===== src/rtl/cska_pkg.sv =====
// Shared constants for the 32-bit carry-skip adder.
//   ADD_W    : adder width in bits
//   BLOCK_W  : bits per ripple/skip block
//   N_BLOCKS : number of skip blocks across the adder
package cska_pkg;
    localparam int ADD_W    = 32;
    localparam int BLOCK_W  = 4;
    localparam int N_BLOCKS = ADD_W / BLOCK_W;
endpackage


===== src/rtl/cska_block.sv =====
// One carry-skip block: a BLOCK_W-bit ripple adder whose carry-out
// bypasses the ripple chain whenever every bit in the block propagates.
// Ports:
//   a, b   : block operand slices
//   cin    : carry into the block's lowest bit
//   sum    : block sum bits, from the ripple carries seeded by cin
//   cout   : skip-muxed carry out of the block
//   blk_p  : block propagate (AND of all bit propagates)
module cska_block #(
    parameter int BLOCK_W = 4
) (
    input  logic [BLOCK_W-1:0] a,
    input  logic [BLOCK_W-1:0] b,
    input  logic               cin,
    output logic [BLOCK_W-1:0] sum,
    output logic               cout,
    output logic               blk_p
);
    logic [BLOCK_W-1:0] p;
    logic [BLOCK_W-1:0] g;
    logic [BLOCK_W:0]   c;

    assign c[0] = cin;

    generate
        for (genvar gi = 0; gi < BLOCK_W; gi++) begin : g_bit
            assign p[gi]   = a[gi] ^ b[gi];
            assign g[gi]   = a[gi] & b[gi];
            assign sum[gi] = p[gi] ^ c[gi];
            assign c[gi+1] = g[gi] | (p[gi] & c[gi]);
        end
    endgenerate

    assign blk_p = &p;
    // When the whole block propagates, the ripple carry-out equals cin
    // anyway; taking cin directly removes the ripple from the inter-block
    // carry path.
    assign cout  = blk_p ? cin : c[BLOCK_W];
endmodule


===== src/rtl/cska_32.sv =====
// 32-bit carry-skip adder with a registered result stage (1-cycle latency).
// Ports:
//   clk       : clock, all state updates on rising edge
//   rst       : synchronous active-high reset, clears the outputs
//   Cin       : carry into bit 0
//   operA     : addend A, unsigned
//   operB     : addend B, unsigned
//   resultOUT : registered sum bits [31:0]
//   Cout      : registered carry out of bit 31
module cska_32 #(
    parameter int BLOCK_W = cska_pkg::BLOCK_W
) (
    input  logic        clk,
    input  logic        rst,
    input  logic        Cin,
    input  logic [31:0] operA,
    input  logic [31:0] operB,
    output logic [31:0] resultOUT,
    output logic        Cout
);
    import cska_pkg::ADD_W;

    localparam int N_BLK = ADD_W / BLOCK_W;

    logic [N_BLK:0]    blk_c;
    logic [N_BLK-1:0]  blk_p;
    logic [ADD_W-1:0]  sum_next;
    logic [ADD_W-1:0]  sum_reg;
    logic              cout_reg;

    assign blk_c[0] = Cin;

    generate
        for (genvar gi = 0; gi < N_BLK; gi++) begin : g_blk
            cska_block #(
                .BLOCK_W (BLOCK_W)
            ) u_block (
                .a     (operA[gi*BLOCK_W +: BLOCK_W]),
                .b     (operB[gi*BLOCK_W +: BLOCK_W]),
                .cin   (blk_c[gi]),
                .sum   (sum_next[gi*BLOCK_W +: BLOCK_W]),
                .cout  (blk_c[gi+1]),
                .blk_p (blk_p[gi])
            );
        end
    endgenerate

    always_ff @(posedge clk) begin
        if (rst) begin
            sum_reg  <= '0;
            cout_reg <= 1'b0;
        end else begin
            sum_reg  <= sum_next;
            cout_reg <= blk_c[N_BLK];
        end
    end

    assign resultOUT = sum_reg;
    assign Cout      = cout_reg;

    // Block propagates are exposed by each block for observability; they
    // do not feed the registered outputs beyond the skip muxes.
    logic unused_blk_p;
    assign unused_blk_p = ^blk_p;
endmodule


===== config.mk =====
export PLATFORM = sky130hd
export DESIGN_NAME = cska_32
export DESIGN_NICKNAME = d
export VERILOG_FILES = /design/src/rtl/cska_pkg.sv /design/src/rtl/cska_block.sv /design/src/rtl/cska_32.sv
export SDC_FILE = /design/constraint.sdc
export NUM_CORES = 1
export LEC_CHECK = 0
export CAP_MARGIN = 20
export CORE_MARGIN = 2
export CORE_UTILIZATION = 43
export CTS_CLUSTER_SIZE = 8
export DETAILED_ROUTE_END_ITERATION = 6
export PLACE_DENSITY = 0.87
export SETUP_SLACK_MARGIN = 0.5
export SYNTH_ARGS = -nofsm -noshare
export SYNTH_HDL_FRONTEND = slang
export SYNTH_HIERARCHICAL = 1
export SYNTH_SLANG_ARGS = --single-unit

===== constraint.sdc =====
create_clock -name clk -period 16.6 [get_ports clk]
set_clock_uncertainty 0.15 [all_clocks]
set_input_delay 3.32 -clock clk [delete_from_list [all_inputs] [get_ports clk]]
set_output_delay 3.32 -clock clk [all_outputs]
set_load 0.03 [all_outputs]

Word level (Yosys, flattened, before mapping)
Cells that the tools add are included.
{"block": "word_totals", "register_bits": 33, "in_bits": 67, "out_inout_bits": 33, "wordCells": 178}
{"block": "op_classes", "n_mux": 8, "bitwise": 160, "reduce_logical": 8}
{"operator": "$and A1 B1 Y1", "n": 64}
{"operator": "$xor A1 B1 Y1", "n": 64}
{"operator": "$or A1 B1 Y1", "n": 32}
{"operator": "$reduce_and A4 Y1", "n": 8}
{"operator": "$mux W1", "n": 8}

Logic depth before layout (Yosys ltp)
{"block": "logic_depth", "depth_word": 73, "mapped_depth": 65, "mapped_depth_nobuf": 65}

Cells and area by module
The synthesis kept the hierarchy.
{"module": "cska_block", "n_inst": 8, "cells_each": 19, "area_per_inst_um2": 185.2, "seq_area_each_um2": 0.0}
{"module": "cska_32", "n_inst": 1, "cells_each": 69, "area_per_inst_um2": 889.6, "seq_area_each_um2": 660.6}

Worst setup path before layout
Ideal clock, no wire load.
{"block": "synth_timing", "path_type": "input to register", "startpoint": "input port operA[0]", "endpoint": "register sum_reg[31], in the netlist resultOUT[31]", "setup_ns": 0.114, "arrival_ns": 13.905, "setup_slack_ns": 2.432, "cell_stages": 65, "n_path_buf": 0, "path_cell_list": "inv_1 -> fa_1 -> inv_1 -> fa_1 -> fa_1 -> inv_1 -> fa_1 -> mux2i_1 -> inv_1 -> fa_1 -> inv_1 -> fa_1 -> fa_1 -> inv_1 -> fa_1 -> mux2i_1 -> inv_1 -> fa_1 -> [29 not listed] -> mux2i_1 -> inv_1 -> fa_1 -> inv_1 -> fa_1 -> fa_1 -> inv_1 -> fa_1 -> mux2i_1 -> inv_1 -> fa_1 -> inv_1 -> fa_1 -> fa_1 -> inv_1 -> fa_1 -> inv_1 -> nor2b_1"}
{"block": "synth_between", "elab_chain_len": 71}
{"item": "start: declaration", "line_no": "cska_32.sv:16", "text": "input logic [31:0] operA,"}
{"item": "$xor A1 B1 Y1", "line_no": "cska_block.sv:27", "text": "assign p[gi] = a[gi] ^ b[gi];"}
{"item": "$and A1 B1 Y1", "line_no": "cska_block.sv:30", "text": "assign c[gi+1] = g[gi] | (p[gi] & c[gi]);"}
{"item": "$or A1 B1 Y1", "line_no": "cska_block.sv:30"}
{"item": "$and A1 B1 Y1", "line_no": "cska_block.sv:30"}
{"item": "$or A1 B1 Y1", "line_no": "cska_block.sv:30"}
{"item": "$and A1 B1 Y1", "line_no": "cska_block.sv:30"}
{"item": "$or A1 B1 Y1", "line_no": "cska_block.sv:30"}
{"item": "$and A1 B1 Y1", "line_no": "cska_block.sv:30"}
{"item": "[2 not listed]"}
{"item": "named net blk_c[1]", "line_no": "cska_32.sv:25", "text": "logic [N_BLK:0] blk_c;"}
{"item": "[9 not listed]"}
{"item": "named net blk_c[2]", "line_no": "cska_32.sv:25"}
{"item": "[9 not listed]"}
{"item": "named net blk_c[3]", "line_no": "cska_32.sv:25"}
{"item": "[9 not listed]"}
{"item": "named net blk_c[4]", "line_no": "cska_32.sv:25"}
{"item": "[9 not listed]"}
{"item": "named net blk_c[5]", "line_no": "cska_32.sv:25"}
{"item": "[9 not listed]"}
{"item": "named net blk_c[6]", "line_no": "cska_32.sv:25"}
{"item": "[9 not listed]"}
{"item": "named net blk_c[7]", "line_no": "cska_32.sv:25"}
{"item": "$and A1 B1 Y1 *", "line_no": "cska_block.sv:30"}
{"item": "$or A1 B1 Y1 *", "line_no": "cska_block.sv:30"}
{"item": "$and A1 B1 Y1 *", "line_no": "cska_block.sv:30"}
{"item": "$or A1 B1 Y1 *", "line_no": "cska_block.sv:30"}
{"item": "$and A1 B1 Y1 *", "line_no": "cska_block.sv:30"}
{"item": "$or A1 B1 Y1 *", "line_no": "cska_block.sv:30"}
{"item": "$xor A1 B1 Y1 *", "line_no": "cska_block.sv:29", "text": "assign sum[gi] = p[gi] ^ c[gi];"}
{"item": "named net sum_next[31]", "line_no": "cska_32.sv:27", "text": "logic [ADD_W-1:0] sum_next;"}
{"item": "end signal: assignment", "line_no": "cska_32.sv:53", "text": "sum_reg <= sum_next;"}
{"item": "end: declaration", "line_no": "cska_32.sv:28", "text": "logic [ADD_W-1:0] sum_reg;"}
Mark *: on every way through the listed nets, which the timed path passes. The rest lies on a longest branch.
A chain may end at the register's enable or synchronous reset.

Worst setup path in the final report
Same ends and word-level chain as after synthesis.

==> results by group <==
Run status
  • Status: finished clean

Floorplan
  • Chip Height: 78.3 µm
  • Die area: about 0.0061 mm²
  • Initial core utilization: 0.439
  • Die width: 78.3 µm
  • Core ar.: around 0.0054 mm²
  • Ports: 100
  • Row Count: 27

Clocking
  • CTS Hold Bufs: 0
  • Number of CTS-inserted buffers: 5
  • CTS tree: done
  • Clk buf depth: 2
  • CTS clk-pin slew, worst paths: 0.07 ns
  • Number of buffers added for setup after CTS: 0
  • Max H-tree Level: 2
  • CTS root buf: clkbuf_8
  • Clock sink total: 33
  • Post-CTS sizing: 0

Yosys
  • Distinct cells, synth: 8
  • Post-synth EDFFs: 0
  • Register bit total from synthesis: 33
  • Area leader, netlist: dfxtp_1
  • Mean post-synth cell area: approximately 11 µm²
  • Cells after Synth: 221
  • Register area share after synthesis: 0.279
  • Synthesized net count: roughly 350
  • Top FF cell, synth: dfxtp_1
  • Synth warn: 6
  • Cell with the most instances after synthesis: inv_1
  • Yosys top cell area share: 0.279
  • Mapped Area: between 0.002 and 0.0025 mm²
  • Synth top area cells: dfxtp_1 (28%), fa_1 (27%), ha_1 (17%), inv_1 (11%), nor2b_1 (8.7%)
  • Synth async-reset ratio: 0
  • Synth cell count leaders: inv_1 (72), dfxtp_1 (33), nor2b_1 (33), fa_1 (32), ha_1 (32)

Critical path
  • Crit-path max FO: 2
  • CP most frequent cell: fa_1
  • Max stage delay on crit path: 0.48 ns
  • Crit path max-delay cell type: clkdlybuf4s50_1
  • CP arrival: 15.34 ns
  • Nature of the critical path endpoint: register
  • Critical path class: primary input to register
  • CP Launch Point: operA[0]
  • Required @ worst endpoint: 16.63 ns
  • Critical Path Sink: resultOUT[31]$_SDFF_PP0_
  • Worst setup SP type: primary input

Pwr
  • Worst VDD drop: between 0.00003 and 0.00004 V
  • Net Switching: 0.0836 mW
  • Clock power share: 0.220
  • Leakage: 1.70 nW
  • Pwr dens: slightly above 70 mW/mm²
  • Switching portion of total power: 0.326
  • Tot Pwr: 0.256 mW
  • Int Power: 0.173 mW
  • Flop pwr share: 0.362
  • Comb pwr share: 0.417

Run
  • Max-cap violations: 0

Place
  • GPL Wtd Cong: 0.775
  • Dpl hpwl: 4110 µm
  • Dpl cell area: 0.00343 mm²
  • IO Port Bufs: 99
  • Placed Cells: 389

Route
  • DR pass1 iterations: 3
  • DR DRC count: 0
  • Initial DRC Count: 11
  • Via density: 4.15
  • WL final: 4650 µm
  • Final ANT Viol Nets: 0
  • Via count: about 1,700
  • Average wire per standard cell: 11.7 µm

Timing
  • Fmax achieved: 65.3 MHz
  • RSZ-0062 raised after global routing: no
  • Final hold vios: 0
  • Worst slew pin tran: roughly 0.53 ns
  • Final TNS setup: 0 ns
  • Endpoints failing setup: 0
  • Max Transition Viols Final: 0
  • Slew headroom: 0.645
  • Final min period: 15.32 ns
  • Tcrit/Tclk final: 0.923

Cells and area
  • Total area of sequential cells: 661 µm²
  • Final layout net count: 456
  • Fraction of layout cells with a size suffix above 1: 0.0491
  • Final Non-Filler Cells: 398
  • Area growth from synthesis to layout: 49.3%
  • Fill cells: 421
  • Final instance area: 0.00354 mm²
  • Multi-input gate area: 0.00142 mm²
  • Antenna diodes: 0

Global routing
  • Total track usage: 0.165
  • Initial antenna violation count: 0
  • Total grt overflow: 0
  • Via count of the first global-routing pass: 1,800
  • Pin count of the biggest net entering global routing: 34
  • First-pass GRT wire length: 7790 µm

Worst hold path
  • Worst min-delay path category: primary input to register
metrics by stage:
step                      setup WS [ns]  hold WS, ns  utilization
after floorplan                    2.43         3.24            -
after global placement             1.19         3.98        0.634
after detailed placement          0.867         3.99        0.634
after CTS                          1.12         3.70        0.650
after global routing              0.543         3.74        0.655
final                              1.28         3.70        0.655
how the worst min path moves through the flow:
stage	startpoint	end	cells past startpoint
final	operB[18]	resultOUT[18]$_SDFF_PP0_	3
after global routing	operB[22]	resultOUT[22]$_SDFF_PP0_	3
after CTS	operB[18]	resultOUT[18]$_SDFF_PP0_	3
after detailed placement	operB[22]	resultOUT[22]$_SDFF_PP0_	3
after global placement	operB[17]	resultOUT[17]$_SDFF_PP0_	3
after floorplan	rst	Cout$_SDFF_PP0_	1
cell type report:
class / instances / area share
multi-input combinational: 113 / 0.400
timing repair buffer: 100 / 0.288
sequential: 33 / 0.187
clock buffer: 6 / 0.0205
clock inverter: 2 / 0.00283
inverter: 72 / 0.0764
tap: 72 / 0.0255
power groups by stage:
stage | Combinational [mW] | Sequential, mW | Clock [mW]
2_1_floorplan | 0.0345 | 0.117 | 0
3_3_place_gp | 0.103 | 0.0943 | 0
3_5_place_dp | 0.108 | 0.0949 | 0
4_1_cts | 0.108 | 0.0931 | 0.0582
5_1_grt | 0.118 | 0.0937 | 0.0621
6_report | 0.107 | 0.0928 | 0.0564
metal layers:
layer | GRT usage | share of wire | up-vias
met3 | 0.0299 | 0.040 | 10
li1 | - | - | 822
met5 | 0 | 0 | -
met1 | 0.159 | 0.35 | 777
met4 | 0.0649 | 0.020 | 0
met2 | 0.338 | 0.59 | 44
critical path, delay by kind of cell:
kind	cells	cell delay, ns
fa+ha+maj	32	8.66
buf+inv	26	2.21
mux	7	1.01
simple gates	1	0.11
cells by family after synthesis:
family                     count (synthesis)  share of synthesized area
buffers and inverters                     75                      0.123
adders and majority gates                 64                      0.439
and+or+nand+nor                           41                      0.125
DFF                                       33                      0.279
muxes                                      8                     0.0338
flip-flops by register name, indices dropped and copies added (netlist names):
| signal | count |
|---|---|
| Cout | 1 |
| resultOUT | 32 |
layout by cell type (no fill, tap or decap), drive strengths merged:
cell	instances
buf	1
inv	72
nor2b	33
dfxtp	33
and4	8
ha	32
clkdlybuf4s50	99
mux2i	8
clkinv	2
fa	32
clkbuf	6
Power figures use the tool's default switching activity.
